[src/rtl/code_stim_pkg.sv]
// Shared types and default sizes for the code-unit stimulus sequencer.
//   cmd_t   : one program entry {slt, en, len}; the segment lasts len+1 cycles
//   state_t : sequencer states
//   DEF_*   : default program depth and length-field width
package code_stim_pkg;

  localparam int DEF_DEPTH = 8;
  localparam int DEF_CNT_W = 8;

  typedef struct packed {
    logic                 slt;
    logic                 en;
    logic [DEF_CNT_W-1:0] len;
  } cmd_t;

  typedef enum logic [2:0] {
    IDLE,
    FETCH,
    RUN,
    SNAP,
    DONE
  } state_t;

endpackage

[src/rtl/code_stim_prog.sv]
// Program store for the stimulus sequencer: DEPTH entries of {slt, en, len}.
// Owns the write pointer and the entry count. Reads are asynchronous.
// Ports:
//   clk, rst_n : clock, asynchronous active-low reset
//   clr        : empty the program (takes priority over wr_en)
//   wr_en      : append wr_cmd when not full
//   wr_cmd     : command to append
//   rd_ptr     : entry to read
//   rd_cmd     : entry at rd_ptr
//   count      : number of stored entries (0..DEPTH)
//   full       : count == DEPTH
module code_stim_prog
  import code_stim_pkg::*;
#(
  parameter int DEPTH = DEF_DEPTH,
  parameter int CMD_W = DEF_CNT_W + 2,
  localparam int PTR_W = $clog2(DEPTH)
) (
  input  logic             clk,
  input  logic             rst_n,
  input  logic             clr,
  input  logic             wr_en,
  input  logic [CMD_W-1:0] wr_cmd,
  input  logic [PTR_W-1:0] rd_ptr,
  output logic [CMD_W-1:0] rd_cmd,
  output logic [PTR_W:0]   count,
  output logic             full
);

  logic [CMD_W-1:0] mem_q [DEPTH];
  logic [CMD_W-1:0] mem_d [DEPTH];
  logic [PTR_W-1:0] wr_ptr_q, wr_ptr_d;
  logic [PTR_W:0]   count_q, count_d;

  assign full   = (count_q == (PTR_W+1)'(DEPTH));
  assign count  = count_q;
  assign rd_cmd = mem_q[rd_ptr];

  // Clear beats a same-cycle write so the program is guaranteed empty after clr.
  always_comb begin
    mem_d    = mem_q;
    wr_ptr_d = wr_ptr_q;
    count_d  = count_q;
    if (clr) begin
      wr_ptr_d = '0;
      count_d  = '0;
    end else if (wr_en && !full) begin
      mem_d[wr_ptr_q] = wr_cmd;
      wr_ptr_d        = wr_ptr_q + PTR_W'(1);
      count_d         = count_q + (PTR_W+1)'(1);
    end
  end

  always_ff @(posedge clk or negedge rst_n) begin
    if (!rst_n) begin
      wr_ptr_q <= '0;
      count_q  <= '0;
    end else begin
      wr_ptr_q <= wr_ptr_d;
      count_q  <= count_d;
    end
  end

  // Entry contents need no reset: count gates which entries are ever read.
  always_ff @(posedge clk) begin
    mem_q <= mem_d;
  end

endmodule

[src/rtl/code_stim_seq.sv]
// Stimulus sequencer for the dual 64-bit counter block (the code unit).
// Replays a loaded program of {Slt, En, len} segments, holding Slt/En for
// len+1 cycles each, then snapshots Output0/Output1 onto a valid/ready port.
// Optional feature macro: CODE_STIM_SEQ_LOOP_EN adds input Loop; with Loop
// high at the final snapshot handshake the program restarts from entry 0.
// Ports:
//   Clk, Reset        : clock, asynchronous active-low reset
//   Clr               : empty the program (IDLE only)
//   Wr_en, Wr_cmd     : append {slt, en, len} (IDLE only, dropped when full)
//   Wr_full           : program holds DEPTH entries
//   Start             : begin replay (IDLE only)
//   Busy              : sequencer not idle
//   Done              : one-cycle pulse at end of replay
//   Slt, En           : registered drives to the counter block
//   Output0, Output1  : counter block values
//   Snap_valid/ready  : snapshot handshake
//   Snap0, Snap1      : captured counter values
//   Snap_idx          : program index of the snapshot
//   Loop              : (CODE_STIM_SEQ_LOOP_EN only) repeat the program
module code_stim_seq
  import code_stim_pkg::*;
#(
  parameter int DEPTH  = DEF_DEPTH,
  parameter int CNT_W  = DEF_CNT_W,
  parameter int DATA_W = 64,
  localparam int PTR_W = $clog2(DEPTH)
) (
  input  logic              Clk,
  input  logic              Reset,
  input  logic              Clr,
  input  logic              Wr_en,
  input  logic [CNT_W+1:0]  Wr_cmd,
  output logic              Wr_full,
  input  logic              Start,
  output logic              Busy,
  output logic              Done,
  output logic              Slt,
  output logic              En,
  input  logic [DATA_W-1:0] Output0,
  input  logic [DATA_W-1:0] Output1,
  output logic              Snap_valid,
  input  logic              Snap_ready,
  output logic [DATA_W-1:0] Snap0,
  output logic [DATA_W-1:0] Snap1,
  output logic [PTR_W-1:0]  Snap_idx
`ifdef CODE_STIM_SEQ_LOOP_EN
  ,
  input  logic              Loop
`endif
);

  state_t              state_q, state_d;
  logic [PTR_W-1:0]    rd_ptr_q, rd_ptr_d;
  logic [CNT_W-1:0]    run_cnt_q, run_cnt_d;
  logic                slt_q, slt_d;
  logic                en_q, en_d;
  logic                done_q, done_d;
  logic                snap_valid_q, snap_valid_d;
  logic [DATA_W-1:0]   snap0_q, snap0_d;
  logic [DATA_W-1:0]   snap1_q, snap1_d;
  logic [PTR_W-1:0]    snap_idx_q, snap_idx_d;

  logic [CNT_W+1:0]    rd_cmd;
  logic [PTR_W:0]      prog_cnt;
  logic                is_idle;
  logic                last_entry;
  logic                loop_sel;

  assign is_idle    = (state_q == IDLE);
  assign last_entry = ({1'b0, rd_ptr_q} == (prog_cnt - (PTR_W+1)'(1)));

`ifdef CODE_STIM_SEQ_LOOP_EN
  assign loop_sel = Loop;
`else
  assign loop_sel = 1'b0;
`endif

  // Program edits are only allowed while idle so a replay never sees a moving program.
  code_stim_prog #(
    .DEPTH (DEPTH),
    .CMD_W (CNT_W + 2)
  ) u_prog (
    .clk    (Clk),
    .rst_n  (Reset),
    .clr    (Clr && is_idle),
    .wr_en  (Wr_en && is_idle),
    .wr_cmd (Wr_cmd),
    .rd_ptr (rd_ptr_q),
    .rd_cmd (rd_cmd),
    .count  (prog_cnt),
    .full   (Wr_full)
  );

  // run_cnt counts down from len to 0, so a segment lasts len+1 cycles
  // without ever needing a counter wider than the len field.
  always_comb begin
    state_d      = state_q;
    rd_ptr_d     = rd_ptr_q;
    run_cnt_d    = run_cnt_q;
    slt_d        = slt_q;
    en_d         = en_q;
    done_d       = 1'b0;
    snap_valid_d = snap_valid_q;
    snap0_d      = snap0_q;
    snap1_d      = snap1_q;
    snap_idx_d   = snap_idx_q;
    case (state_q)
      IDLE: begin
        if (Start) begin
          if (prog_cnt != '0) state_d = FETCH;
          else                done_d  = 1'b1;
        end
      end
      FETCH: begin
        slt_d     = rd_cmd[CNT_W+1];
        en_d      = rd_cmd[CNT_W];
        run_cnt_d = rd_cmd[CNT_W-1:0];
        state_d   = RUN;
      end
      RUN: begin
        if (run_cnt_q == '0) begin
          en_d         = 1'b0;
          snap0_d      = Output0;
          snap1_d      = Output1;
          snap_idx_d   = rd_ptr_q;
          snap_valid_d = 1'b1;
          state_d      = SNAP;
        end else begin
          run_cnt_d = run_cnt_q - CNT_W'(1);
        end
      end
      SNAP: begin
        if (snap_valid_q && Snap_ready) begin
          snap_valid_d = 1'b0;
          if (!last_entry) begin
            rd_ptr_d = rd_ptr_q + PTR_W'(1);
            state_d  = FETCH;
          end else if (loop_sel) begin
            rd_ptr_d = '0;
            state_d  = FETCH;
          end else begin
            done_d  = 1'b1;
            state_d = DONE;
          end
        end
      end
      DONE: begin
        rd_ptr_d = '0;
        slt_d    = 1'b0;
        state_d  = IDLE;
      end
      default: state_d = IDLE;
    endcase
  end

  always_ff @(posedge Clk or negedge Reset) begin
    if (!Reset) begin
      state_q      <= IDLE;
      rd_ptr_q     <= '0;
      run_cnt_q    <= '0;
      slt_q        <= 1'b0;
      en_q         <= 1'b0;
      done_q       <= 1'b0;
      snap_valid_q <= 1'b0;
      snap0_q      <= '0;
      snap1_q      <= '0;
      snap_idx_q   <= '0;
    end else begin
      state_q      <= state_d;
      rd_ptr_q     <= rd_ptr_d;
      run_cnt_q    <= run_cnt_d;
      slt_q        <= slt_d;
      en_q         <= en_d;
      done_q       <= done_d;
      snap_valid_q <= snap_valid_d;
      snap0_q      <= snap0_d;
      snap1_q      <= snap1_d;
      snap_idx_q   <= snap_idx_d;
    end
  end

  assign Busy       = !is_idle;
  assign Done       = done_q;
  assign Slt        = slt_q;
  assign En         = en_q;
  assign Snap_valid = snap_valid_q;
  assign Snap0      = snap0_q;
  assign Snap1      = snap1_q;
  assign Snap_idx   = snap_idx_q;

endmodule

[config.mk]
export PLATFORM = sky130hd
export DESIGN_NAME = code_stim_seq
export DESIGN_NICKNAME = d
export VERILOG_FILES = /design/src/rtl/code_stim_pkg.sv /design/src/rtl/code_stim_prog.sv /design/src/rtl/code_stim_seq.sv
export SDC_FILE = /design/constraint.sdc
export NUM_CORES = 1
export LEC_CHECK = 0
export CORE_MARGIN = 2
export CORE_UTILIZATION = 30
export DETAILED_ROUTE_END_ITERATION = 10
export PLACE_DENSITY = 0.51
export SLEW_MARGIN = 20
export SYNTH_ARGS = -nofsm -noshare
export SYNTH_HDL_FRONTEND = slang
export SYNTH_HIERARCHICAL = 1
export SYNTH_SLANG_ARGS = --single-unit
[constraint.sdc]
create_clock -name Clk -period 3.4 [get_ports Clk]
set_clock_uncertainty 0.05 [all_clocks]
set_input_delay 0.34 -clock Clk [delete_from_list [all_inputs] [get_ports Clk]]
set_output_delay 0.34 -clock Clk [all_outputs]
set_load 0.01 [all_outputs]
==> qor.csv <==
stage,metric,value,unit
global_route,grt_max_degree,86,
worst_setup_path,arrival,2.77,ns
synth,yosysTopAreaCellShare,0.399,
timing,fmax,386,MHz
synth,ys_warn_count,6,
worst_setup_path,critPathRequiredTime,3.58,ns
timing,rsz0062_at_grt,no,
route,ant_nets,0,
floorplanning,pin_count,281,
synth,netlist_area,9780,sq um
synth,async_reset_ff_frac,0.661,
finish,n_antenna_cell,0,
timing,layout_setup_ws,0.809,ns
worst_setup_path,r2r_end,u_prog/mem_q[34],
timing,tightestPinTransition,0.834,ns
min_path,hold_path_end,Snap0[32],
worst_setup_path,rr_worst_depth,6,
clock_network,root_buffer,clkbuf_16,
floorplanning,rows,66,
floorplanning,dieArea,34000,sq um
placement,io_buffer_count,280,
synth,ys.flop_type,dfrtp_1,
synth,ys_ff_latch,236,
synth,synth_top_area_cell,dfrtp_1,
timing,hold_viol_final,0,
synth,synth_edf_count,80,
clock_network,cts_tree,yes,
placement,dp_hpwl,18200,um
route,post_drt_via_cell_ratio,4.40,
synth,synth-simple-area-share,0.0461,
clock_network,htree_levels,1,
synth,synth_nets,728,
finish,fin_util,0.433,
clock_network,cts-hold-fix-buffers,1,
global_route,grt_pass1_vias,5930,
min_path,min_path_type,input port to register,
global_route,grt_use_total,0.145,
worst_setup_path,cp_top_family,simple AND/OR/NAND/NOR gates,
synth,yosysSeqAreaShare,0.645,
min_path,min_from,Output0[32],
floorplanning,fp.dieW,185,um
synth,synth.avg_cell_area,16.9,sq um
synth,yosysMostFrequentCell,dfrtp_1,
clock_network,cts_resized,0,
synth,synth_top_family_by_area,multiplexers,
timing,maxSlewHeadroom,0.444,
finish,drive_above_1_share,0.233,
clock_network,clock-sinks,236,
placement,gp_congestion,0.716,
timing,setup_viol,0,
finish,stdcell_count,1340,
worst_setup_path,crit_fanout,10,
route,wire_per_inst,18.9,um
floorplanning,die_h,185,um
timing,fin_setup_tns,0,ns
route,first_pass_iters,4,
floorplanning,coreArea,32300,sq um
synth,synthMuxAreaShare,0.243,
synth,synthTopCellsByArea,"dfrtp_1 40%, edfxtp_1 25%, mux2_4 10%",
route,drc,0,
global_route,antenna_found_initial,2,
synth,ys_types,52,
worst_setup_path,worstSetupStartpointType,register,
worst_setup_path,end_kind,register,
worst_setup_path,path_cells,nor3_1 > and2_1 > inv_2 > or4_4 > nor2_1 > buf_4,
timing,slew_viol_final,0,
worst_setup_path,crit_path_start,state_q[0],
route,first_iter_violations,317,
run_status,status,finished clean,
synth,syn_inst,577,
clock_network,path_clk_slew,0.06,ns
synth,synth_common_cells,"156 x dfrtp_1, 80 x edfxtp_1, 74 x mux2_2",
worst_setup_path,critPathSlowestCell,or4_4,
synth,synth_adder_area_share,0.00896,
worst_setup_path,max_stage_delay,0.57,ns
synth,synth_compound_area_frac,0.0293,
finish,syn2layout_area_growth,43.0,%
finish,num-nets-final,1030,
clock_network,cts_setup_buffers,0,
flow_run,cap_violations,0,
placement,dp_slack,0.824,ns
timing,post-route-min-period,2.59,ns
timing,period_share,0.762,
global_route,grt_first_pass_wirelength,37500,um
worst_setup_path,timing.rr.start,state_q[0],
power_and_ir_drop,cellPowerDensity,850,nW/um^2
power_and_ir_drop,ir_drop,0.000458,V
synth,synthXorXnorAreaFrac,0.00358,
power_and_ir_drop,p_leak,0.00574,uW
worst_setup_path,timing.critical_path.buf_inv,2,
placement,place_inst,1290,
clock_network,clk_latency,0.53,ns
global_route,grt-ovfl-total,0,
worst_setup_path,rrSetupSlack,0.81,ns
clock_network,cts_buffer_depth,3,
min_path,holdPathStages,2,
route,via_count,5898,
finish,nFillCells,2916,
worst_setup_path,critical_path_class,register to register,
clock_network,cts_buffers,28,
floorplanning,initial_core_util,0.303,
route,wl,25400,um
## worst max-delay path by stage
stage / endpoint / slack (ns) / depth (start not counted)
after detailed placement: u_prog/mem_q[32] / 0.82 / 6
final: u_prog/mem_q[34] / 0.81 / 6
after global placement: u_prog/mem_q[32] / 0.87 / 6
after global routing: u_prog/mem_q[38] / 0.67 / 6
after floorplan: u_prog/mem_q[10] / 0.77 / 7
after CTS: u_prog/mem_q[38] / 0.80 / 6
## power by group
part / switching (uW) / total, uW / internal (uW)
Sequential: 586 / 4480 / 3900
Clock: 1150 / 2790 / 1640
Combinational: 1760 / 4610 / 2850
## metal layers
metal  GRT usage  vias up  share of wire
li1            -     2754              -
met1       0.191     2899           0.42
met2       0.236      203           0.47
met3      0.0415       38          0.085
met4      0.0368        4          0.022
met5           0        -        0.00091
## flip-flops by register name (all words and copies together), names as in the netlist, 3 cells and up
register	flops
u_prog/mem_q	80
Snap0	64
Snap1	64
run_cnt_q	8
u_prog/count	4
Snap_idx	3
rd_ptr_q	3
state_q	3
u_prog/wr_ptr_q	3
## cell type report
type	instances	area [sq um]	share of cell area
timing repair buffer	298	2980	0.213
clock inverter	14	97.6	0.00698
clock buffer	35	758	0.0542
sequential	236	6310	0.451
multi-input combinational	303	3240	0.232
tap	442	553	0.0396
inverter	12	45.0	0.00322
## cells by family after synthesis
logic type | after synthesis
flip-flops | 236
multiplexers | 162
AND/OR/NAND/NOR | 85
AO/OA/AOI/OAI | 45
buffers and inverters | 38
adder cells (fa/ha/maj) | 7
XOR/XNOR | 4
## stage by stage
stage | cell area, sq um | hold WS [ns] | total power [uW]
2_1_floorplan | 9780 | -0.00559 | 6760
3_3_place_gp | 13100 | 0.414 | 9190
3_5_place_dp | 13100 | 0.439 | 9230
4_1_cts | 14000 | 0.339 | 12100
5_1_grt | 14000 | 0.348 | 12600
6_report | 14000 | 0.366 | 11900
## layout by cell type, fill, tap and decap left out, drive strengths merged, types with 3 or more instances in the layout
master         Yosys  routed
clkdlybuf4s50      0     279
dfrtp            156     156
mux2             141     141
edfxtp            80      80
clkbuf             6      35
nor2              28      28
mux4              20      20
nand2             18      18
buf               20      18
o21ai             16      16
inv               12      12
clkinv             0      12
a21oi             11      11
ha                 7       7
nor3               6       6
nand3              6       6
and2               5       5
and3               3       3
xor2               3       3
nand2b             3       3
a22oi              3       3
nor2b              3       3
No activity file was read; power rests on OpenSTA's default activity.
